[config.mk]
export PLATFORM = sky130hd
export DESIGN_NAME = assign_range_expander_flat
export DESIGN_NICKNAME = d
export VERILOG_FILES = /design/src/rtl/assign_range_if.sv /design/src/rtl/assign_range_expander.sv /design/src/flat_wrapper.sv
export SDC_FILE = /design/constraint.sdc
export NUM_CORES = 1
export LEC_CHECK = 0
export CAP_MARGIN = 20
export CORE_MARGIN = 2
export CORE_UTILIZATION = 45
export CTS_CLUSTER_SIZE = 28
export DETAILED_ROUTE_END_ITERATION = 10
export GPL_TIMING_DRIVEN = 0
export PLACE_DENSITY = 0.78
export SYNTH_ARGS = -nofsm -noshare
export SYNTH_HDL_FRONTEND = slang
export SYNTH_SLANG_ARGS = --single-unit
[constraint.sdc]
create_clock -name clk -period 5.1 [get_ports clk]
set_clock_uncertainty 0.2 [all_clocks]
set_input_delay 1.275 -clock clk [delete_from_list [all_inputs] [get_ports clk]]
set_output_delay 1.275 -clock clk [all_outputs]
set_load 0.02 [all_outputs]
[src/rtl/assign_range_if.sv]
// Range-record in / bit-connection out bus for the assign range expander.
// Latency: n/a (signal bundle only).
// Backpressure: in_valid/in_ready on the record side, out_valid/out_ready on the beat side.
interface assign_range_if #(
    parameter int IDX_W = 8
);
    // record side
    logic             in_valid;
    logic             in_ready;
    logic [IDX_W-1:0] in_sink_msb;
    logic [IDX_W-1:0] in_sink_lsb;
    logic [IDX_W-1:0] in_src_msb;
    logic [IDX_W-1:0] in_src_lsb;
    // beat side
    logic             out_valid;
    logic             out_ready;
    logic [IDX_W-1:0] out_sink_idx;
    logic [IDX_W-1:0] out_src_idx;
    logic             out_last;

    // Producer of records / consumer of beats.
    modport master (
        output in_valid, in_sink_msb, in_sink_lsb, in_src_msb, in_src_lsb, out_ready,
        input  in_ready, out_valid, out_sink_idx, out_src_idx, out_last
    );

    // The expander itself.
    modport slave (
        input  in_valid, in_sink_msb, in_sink_lsb, in_src_msb, in_src_lsb, out_ready,
        output in_ready, out_valid, out_sink_idx, out_src_idx, out_last
    );
endinterface

[src/rtl/assign_range_expander.sv]
// Expands sink[msb:lsb] = source[msb:lsb] records into one (sink bit, source bit) beat per cycle.
// Latency: first beat one cycle after accept; N beats occupy N cycles, idle again one cycle later.
// Backpressure: registered beat holds while out_ready is low; in_ready only in IDLE, so records wait upstream.
// Ports: clk/rst (sync, active-high); bus (slave modport) carries record in and beat out;
//        err_pulse/err_count report width-mismatched records; busy is high while expanding.
module assign_range_expander #(
    parameter int IDX_W = 8,
    parameter int ERR_W = 8
) (
    input  logic             clk,
    input  logic             rst,
    assign_range_if.slave    bus,
    output logic             err_pulse,
    output logic [ERR_W-1:0] err_count,
    output logic             busy
);

    typedef enum logic [1:0] {
        IDLE   = 2'd0,
        EXPAND = 2'd1,
        REJECT = 2'd2
    } state_t;

    state_t             state_q, state_d;
    logic               out_valid_q, out_valid_d;
    logic               out_last_q, out_last_d;
    logic [IDX_W-1:0]   sink_idx_q, sink_idx_d;
    logic [IDX_W-1:0]   src_idx_q, src_idx_d;
    logic [IDX_W:0]     rem_q, rem_d;
    logic               sink_dn_q, sink_dn_d;
    logic               src_dn_q, src_dn_d;
    logic               err_pulse_q, err_pulse_d;
    logic [ERR_W-1:0]   err_count_q, err_count_d;

    logic               in_ready;
    logic               accept;
    logic               beat_hs;
    logic               in_sink_dn;
    logic               in_src_dn;
    logic [IDX_W:0]     w_sink;
    logic [IDX_W:0]     w_src;

    assign in_ready = (state_q == IDLE) && !rst;
    assign accept   = bus.in_valid && in_ready;
    assign beat_hs  = out_valid_q && bus.out_ready;

    // Widths are |msb - lsb| + 1 in IDX_W+1 bits, so a full 2^IDX_W range fits.
    always_comb begin
        in_sink_dn = bus.in_sink_msb >= bus.in_sink_lsb;
        in_src_dn  = bus.in_src_msb >= bus.in_src_lsb;
        w_sink = in_sink_dn ? ({1'b0, bus.in_sink_msb} - {1'b0, bus.in_sink_lsb} + (IDX_W+1)'(1))
                            : ({1'b0, bus.in_sink_lsb} - {1'b0, bus.in_sink_msb} + (IDX_W+1)'(1));
        w_src  = in_src_dn  ? ({1'b0, bus.in_src_msb} - {1'b0, bus.in_src_lsb} + (IDX_W+1)'(1))
                            : ({1'b0, bus.in_src_lsb} - {1'b0, bus.in_src_msb} + (IDX_W+1)'(1));
    end

    always_comb begin
        state_d     = state_q;
        out_valid_d = out_valid_q;
        out_last_d  = out_last_q;
        sink_idx_d  = sink_idx_q;
        src_idx_d   = src_idx_q;
        rem_d       = rem_q;
        sink_dn_d   = sink_dn_q;
        src_dn_d    = src_dn_q;
        err_pulse_d = 1'b0;
        err_count_d = err_count_q;

        case (state_q)
            IDLE: begin
                if (accept) begin
                    if (w_sink != w_src) begin
                        state_d     = REJECT;
                        err_pulse_d = 1'b1;
                        if (err_count_q != '1) begin
                            err_count_d = err_count_q + ERR_W'(1);
                        end
                    end else begin
                        state_d     = EXPAND;
                        out_valid_d = 1'b1;
                        sink_idx_d  = bus.in_sink_msb;
                        src_idx_d   = bus.in_src_msb;
                        sink_dn_d   = in_sink_dn;
                        src_dn_d    = in_src_dn;
                        rem_d       = w_sink - (IDX_W+1)'(1);
                        out_last_d  = (w_sink == (IDX_W+1)'(1));
                    end
                end
            end
            EXPAND: begin
                if (beat_hs) begin
                    if (out_last_q) begin
                        state_d     = IDLE;
                        out_valid_d = 1'b0;
                        out_last_d  = 1'b0;
                    end else begin
                        // Only non-final beats step, so an index never moves past its lsb
                        // and no emitted index wraps at 0 or 2^IDX_W-1.
                        rem_d      = rem_q - (IDX_W+1)'(1);
                        out_last_d = (rem_q == (IDX_W+1)'(1));
                        sink_idx_d = sink_dn_q ? sink_idx_q - IDX_W'(1) : sink_idx_q + IDX_W'(1);
                        src_idx_d  = src_dn_q  ? src_idx_q - IDX_W'(1)  : src_idx_q + IDX_W'(1);
                    end
                end
            end
            REJECT: begin
                state_d = IDLE;
            end
            default: begin
                state_d = IDLE;
            end
        endcase
    end

    always_ff @(posedge clk) begin
        if (rst) begin
            state_q     <= IDLE;
            out_valid_q <= 1'b0;
            out_last_q  <= 1'b0;
            sink_idx_q  <= '0;
            src_idx_q   <= '0;
            rem_q       <= '0;
            sink_dn_q   <= 1'b0;
            src_dn_q    <= 1'b0;
            err_pulse_q <= 1'b0;
            err_count_q <= '0;
        end else begin
            state_q     <= state_d;
            out_valid_q <= out_valid_d;
            out_last_q  <= out_last_d;
            sink_idx_q  <= sink_idx_d;
            src_idx_q   <= src_idx_d;
            rem_q       <= rem_d;
            sink_dn_q   <= sink_dn_d;
            src_dn_q    <= src_dn_d;
            err_pulse_q <= err_pulse_d;
            err_count_q <= err_count_d;
        end
    end

    assign bus.in_ready     = in_ready;
    assign bus.out_valid    = out_valid_q;
    assign bus.out_last     = out_last_q;
    assign bus.out_sink_idx = sink_idx_q;
    assign bus.out_src_idx  = src_idx_q;
    assign err_pulse        = err_pulse_q;
    assign err_count        = err_count_q;
    assign busy             = (state_q == EXPAND);

endmodule

[src/flat_wrapper.sv]
// flat-port wrapper written by rule: the top's interface ports become plain ports
module assign_range_expander_flat 
#(
    parameter int IDX_W = 8,
    parameter int ERR_W = 8
)
  (clk, rst, err_pulse, err_count, busy, bus_in_valid, bus_in_sink_msb, bus_in_sink_lsb, bus_in_src_msb, bus_in_src_lsb, bus_out_ready, bus_in_ready, bus_out_valid, bus_out_sink_idx, bus_out_src_idx, bus_out_last);
  input  logic clk;
  input  logic rst;
  output logic err_pulse;
  output logic [ERR_W-1:0] err_count;
  output logic busy;
  input wire logic [$bits(bus_i.in_valid)-1:0] bus_in_valid;
  input wire logic [$bits(bus_i.in_sink_msb)-1:0] bus_in_sink_msb;
  input wire logic [$bits(bus_i.in_sink_lsb)-1:0] bus_in_sink_lsb;
  input wire logic [$bits(bus_i.in_src_msb)-1:0] bus_in_src_msb;
  input wire logic [$bits(bus_i.in_src_lsb)-1:0] bus_in_src_lsb;
  input wire logic [$bits(bus_i.out_ready)-1:0] bus_out_ready;
  output wire logic [$bits(bus_i.in_ready)-1:0] bus_in_ready;
  output wire logic [$bits(bus_i.out_valid)-1:0] bus_out_valid;
  output wire logic [$bits(bus_i.out_sink_idx)-1:0] bus_out_sink_idx;
  output wire logic [$bits(bus_i.out_src_idx)-1:0] bus_out_src_idx;
  output wire logic [$bits(bus_i.out_last)-1:0] bus_out_last;
  assign_range_if #(.IDX_W(IDX_W)) bus_i ();
  assign bus_i.in_valid = bus_in_valid;
  assign bus_i.in_sink_msb = bus_in_sink_msb;
  assign bus_i.in_sink_lsb = bus_in_sink_lsb;
  assign bus_i.in_src_msb = bus_in_src_msb;
  assign bus_i.in_src_lsb = bus_in_src_lsb;
  assign bus_i.out_ready = bus_out_ready;
  assign bus_in_ready = bus_i.in_ready;
  assign bus_out_valid = bus_i.out_valid;
  assign bus_out_sink_idx = bus_i.out_sink_idx;
  assign bus_out_src_idx = bus_i.out_src_idx;
  assign bus_out_last = bus_i.out_last;
  assign_range_expander #(.IDX_W(IDX_W), .ERR_W(ERR_W)) u_core (.clk(clk), .rst(rst), .bus(bus_i), .err_pulse(err_pulse), .err_count(err_count), .busy(busy));
endmodule
### After elaboration in Yosys (flattened, before gate mapping)

Index checks and enable logic that the tools add are counted.

* logic and storage cells: 88
* bits in registers: 40
* input port bits: 36

* multiplexer cells: 35
* $lt $le $gt $ge: 2
* equal/unequal tests: 10
* add/subtract/negate cells: 15
* bitwise operators: 3
* reduce and logical (&&, ||, !) cells: 13

Operators with widths (count)
* 2-to-1 mux 8 bit: 10
* 2-to-1 mux 9 bit: 6
* adder 9 x 1 -> 9 bit, second input constant: 4
* subtractor 8 x 8 -> 9 bit: 4
* one-hot mux 8 bit (2 select lines): 2
* adder 8 x 1 -> 8 bit, second input constant: 3
* == test 9 x 1 -> 1 bit, second input constant: 2
* one-hot mux 9 bit (2 select lines): 1
* subtractor 9 x 1 -> 9 bit, second input constant: 2
* greater-or-equal comparator 8 bit: 2
* subtractor 8 x 1 -> 8 bit, second input constant: 2
* AND reduction 5 bit: 2
* 2-to-1 mux 1 bit: 9
* inequality test 9 bit: 1
* 2-to-1 mux 2 bit: 4
* inequality test 8 bit, second input constant: 1
* AND reduction 4 bit: 2
* inequality test 2 x 1 -> 1 bit, second input constant: 3
* AND reduction 3 bit: 2
* inequality test 2 bit, second input constant: 2
* one-hot mux 1 bit (2 select lines): 2
* one-hot mux 2 bit (2 select lines): 1
* logical AND 1 bit: 3
* inverter 1 bit: 3
* other kinds (5): 5

### Depth between registers and ports, before layout

* word-level depth: 7
* gate-level depth with buffers: 17

### Worst setup path after synthesis

Ideal clock, no wire load.

* kind: input port to flip-flop
* from: in bus_in_src_lsb[2]
* to: reg u_core.src_idx_q[0] (netlist: u_core.bus.out_src_idx[0])
* cell stages on the path: 15
* arrival time: 4.366 ns
* setup slack: 0.397 ns
* cell sequence: inv_1 > ha_1 > inv_1 > fa_1 > and3b_1 > o311ai_2 > a21oi_1 > or4_4 > nand3_2 > xor2_2 > or4_4 > nand2b_2 > buf_6 > mux2i_1 > a21oi_1

* word-level cells in the longest chain between the ends: 6
* elaborated cells between the ends (all ways): 9
* those cells by class: add/sub (4); order compare (1); eq/ne (2); mux (1); reduce/logical (1)

RTL lines
* from (decl): line flat_wrapper.sv:17 `input wire logic [$bits(bus_i.in_src_lsb)-1:0] bus_in_src_lsb;`
* subtractor 8 x 8 -> 9 bit (on tied branches): line assign_range_expander.sv:54, assign_range_expander.sv:53
* adder 9 x 1 -> 9 bit (on tied branches): line assign_range_expander.sv:54, assign_range_expander.sv:53
* 2-to-1 mux 9 bit *: line assign_range_expander.sv:53 `w_src = in_src_dn ? ({1'b0, bus.in_src_msb} - {1'b0, bus.in_src_lsb} + (IDX_W+1)'(1))`
* inequality test 9 bit *: line assign_range_expander.sv:72 `if (w_sink != w_src) begin`
* inequality test 2 bit (no line) *
* AND reduction 5 bit (no line) *
* to (signal assigned): line assign_range_expander.sv:132 `src_idx_q <= src_idx_d;`
* to (decl): line assign_range_expander.sv:28 `logic [IDX_W-1:0] src_idx_q, src_idx_d;`

Every way passes the cells marked *; elsewhere a longest branch is shown, timed or not.
A chain may end at the register's enable or synchronous reset.

### Worst setup path in the final report

* from: in bus_in_sink_lsb[4]
* to: reg u_core.rem_q[8]

* word-level cells in the longest chain between the ends: 7
* elaborated cells between the ends (all ways): 13
* those cells by class: add/sub (5); order compare (1); eq/ne (2); mux (4); reduce/logical (1)

RTL lines
* from (decl): line flat_wrapper.sv:15 `input wire logic [$bits(bus_i.in_sink_lsb)-1:0] bus_in_sink_lsb;`
* subtractor 8 x 8 -> 9 bit (on tied branches): line assign_range_expander.sv:52, assign_range_expander.sv:51
* adder 9 x 1 -> 9 bit (on tied branches): line assign_range_expander.sv:52, assign_range_expander.sv:51
* 2-to-1 mux 9 bit *: line assign_range_expander.sv:51 `w_sink = in_sink_dn ? ({1'b0, bus.in_sink_msb} - {1'b0, bus.in_sink_lsb} + (IDX_W+1)'(1))`
* subtractor 9 x 1 -> 9 bit: line assign_range_expander.sv:85 `rem_d = w_sink - (IDX_W+1)'(1);`
* 2-to-1 mux 9 bit: line assign_range_expander.sv:72
* 2-to-1 mux 9 bit: line assign_range_expander.sv:71 `if (accept) begin`
* one-hot mux 9 bit (2 select lines): line assign_range_expander.sv:69 `case (state_q)`
* to (signal assigned): line assign_range_expander.sv:133 `rem_q <= rem_d;`
* to (decl): line assign_range_expander.sv:29 `logic [IDX_W:0] rem_q, rem_d;`

Every way passes the cells marked *; elsewhere a longest branch is shown, timed or not. The select of a mux whose other input is x is not followed.

==> summary.txt <==
Logic pwr share - 50.8%
hold path endpoint - u_core.bus.out_src_idx[5]
DRT iter0 DRCs - 278
met2 GRT Util - 42.8%
GRT Max-Usage Layer - met2
Crit Path Max Fanout - 6
post-DP HPWL - 11.1 mm
MaxCap Viol Count - 0
Max VDD drop - 191 uV
leak pwr - 2.84 nW
Syn Inst Count - 621
antenna-violating nets left - 0
Required @ worst endpoint - 5040 ps
synth top area cells - ha_1, dfxtp_1, a21oi_1, fa_1, xnor2_1
Worst Max-Slew Pin Slew - 706 ps
final hold violations - 0
post-layout min period - 5030 ps
cell with the most instances after synthesis - ha_1
Vert. Die Dim - 110 um
P&R area growth vs syn - 32.8%
Reg power frac - 22.2%
total gr overflow - 0
Post-synth top flop - dfxtp_1
drt pass-1 iters - 5
Unique masters post-synth - 79
Final Power - 1.43 mW
core box area - 10900 um^2
cell accounting for the most synthesized area - ha_1
asr flop ratio synth - 0%
routing usage on met3 - 3.70%
layout net count - 839
Min-Delay Startpoint - u_core.bus.out_src_idx[5]
Final Setup Violations - 0
Avg WL per Cell - 17.8 um
fmax - 0.199 GHz
H-tree depth - 2
post-synth top area share - 18.5%
Syn Nets - 744
PwrDens - 213 nW/um^2
Net Sw Power - 0.528 mW
Slew Limit Fails - 0
synth cell count leaders - ha_1, inv_1, a21oi_1
Clock power frac - 27.0%
io pins - 65
GRT met1 Usage - 29.5%
Die Span X - 110 um
reg-to-reg setup timing slack - 2220 ps
die area - 12100 um^2
largest net degree at the start of global routing - 13
vias - 5016
Routed WL - 15.2 mm
vias in the first global route - 5039
FF-to-FF path depth - 11
GRT Util Overall - 24.2%
Mapped Avg Cell Area - 8.16 um^2
startpoint types - input port
clk buf depth - 2
Setup CP Type - in2reg
# diodes - 0
hold depth - 2
initial core utilization - 46.3%
clock slew seen by the registers of the worst setup and hold paths - 60 ps
Vias/cell - 5.85
Crit path arrival time - 4980 ps
Yosys reg bits - 40
Sink Count - 40
RR Startpoint - u_core.sink_dn_q
global-route wire length before repair - 23.4 mm
switching part of the total power - 36.9%
worst r2r dst - u_core.bus.out_sink_idx[7]
sequential element share of the synthesized area - 15.8%
PortBufs - 64
Worst setup EP type - register
RePlAce Congestion - 0.916
Int Power - 0.903 mW
Post-Syn Area - 5070 um^2
Post-route DRC - 0
placed cell area - 5880 um^2
Post-synth EDFFs - 0
clock root buffer - clkbuf_16
fin crit share - 98.7%
TritonCTS clock tree - done
Worst-Skew Late Latency - 290 ps
slew margin rel. - 52.5%
Std-Cell Rows - 38
hold buffer count at cts - 0
setup TNS - 0 ps
hold slack - 278 ps
CTS buffer count - 5
fin area - 6730 um^2
layout cells sized above 1 - 19.0%
HP Class - reg2reg
initial antenna violation count - 0
outcome - finished, final reports clean
synth warn - 0
## cell usage in the layout (no fill, tap or decap), types with 6 or more instances in the layout
master / count
fa_2: 8
ha_2: 11
a21o_1: 10
clkbuf_16: 6
a21oi_1: 45
clkdlybuf4s50_1: 50
nand2_1: 38
xnor2_1: 25
nand3_1: 19
xor2_1: 10
nor3_1: 20
a211oi_2: 13
clkbuf_1: 11
dfxtp_1: 40
inv_1: 60
buf_4: 23
o21ai_0: 16
nor2b_1: 13
a21oi_2: 6
nand2b_1: 6
o211ai_1: 10
or3_1: 6
a211oi_1: 7
nor2_1: 42
mux2i_1: 12
dlymetal6s2s_1: 10
ha_1: 60
## worst max-delay path, cell delays in order
cell	delay, ps
clkdlybuf4s50_1	480
inv_1	60
ha_1	200
inv_1	90
fa_2	510
or4b_4	570
a21oi_2	150
o311ai_2	160
o211ai_1	140
nand3b_1	170
or4_4	590
nand2b_4	150
buf_12	130
mux2i_1	200
a21oi_1	90
## registers in the layout, summed over array words and instances (netlist names)
signal	flops
u_core.rem_q	9
u_core.bus.out_sink_idx	8
u_core.bus.out_src_idx	8
u_core.err_count	8
u_core.state_q	2
u_core.bus.out_last	1
u_core.bus.out_valid	1
u_core.err_pulse	1
u_core.sink_dn_q	1
u_core.src_dn_q	1
## kinds of logic after synthesis
kind of cell	Yosys count	share of synthesized area, %
compound gates	170	23.9
mux	19	3.78
simple gates	186	19.6
xor+xnor	40	7.33
flops	40	15.8
buf+inv	78	6.12
fa+ha+maj	88	23.5
## what timing repair did
item,4_1_cts,5_1_grt
setup endpoints to repair,38,33
buffers inserted,4,19
gates resized for setup,45,65
gates cloned,0,1
pin swaps,14,31
## through the flow
| step | instances | worst slack (ps) | util [%] |
|---|---|---|---|
| 5_1_grt | 857 | -52.6 | 61.5 |
| 3_3_place_gp | 825 | -818 | 53.8 |
| 2_1_floorplan | 621 | 397 | - |
| 3_5_place_dp | 825 | -934 | 53.8 |
| 4_1_cts | 837 | 1.86 | 57.4 |
| 6_report | 857 | 68.8 | 61.5 |
## worst max path at each step
stage / from / end / slack (ps) / cells after the start
2_1_floorplan: bus_in_src_lsb[2] / u_core.bus.out_src_idx[0] / 400 / 15
3_3_place_gp: bus_in_sink_msb[2] / u_core.rem_q[5] / -820 / 15
3_5_place_dp: bus_in_sink_msb[2] / u_core.rem_q[5] / -930 / 15
4_1_cts: bus_in_sink_msb[6] / u_core.rem_q[8] / 2 / 14
5_1_grt: bus_in_sink_lsb[4] / u_core.bus.out_sink_idx[0] / -50 / 15
6_report: bus_in_sink_lsb[4] / u_core.rem_q[8] / 70 / 15
## layout make-up
cell class / count / area, um^2
multi-input combinational: 503 / 4380
fill: 936 / 4210
timing repair buffer: 88 / 868
sequential: 40 / 801
inverter: 62 / 233
tap: 140 / 175
clock buffer: 7 / 153
buffer: 16 / 90.1
clock inverter: 1 / 30.0
## per-layer routing
metal	share of wire [%]	wire length (um)
met4	2.7	412
met2	50	7650
met5	0	0
met3	5.9	900
met1	41	6250
## power groups by stage
stage / Sequential [mW] / Combinational, mW / Clock [mW]
after floorplan: 0.327 / 0.387 / 0
after global placement: 0.325 / 0.515 / 0
after detailed placement: 0.325 / 0.529 / 0
after CTS: 0.318 / 0.593 / 0.387
after global routing: 0.318 / 0.779 / 0.397
final: 0.318 / 0.727 / 0.386
No activity file was read; power rests on OpenSTA's default activity.
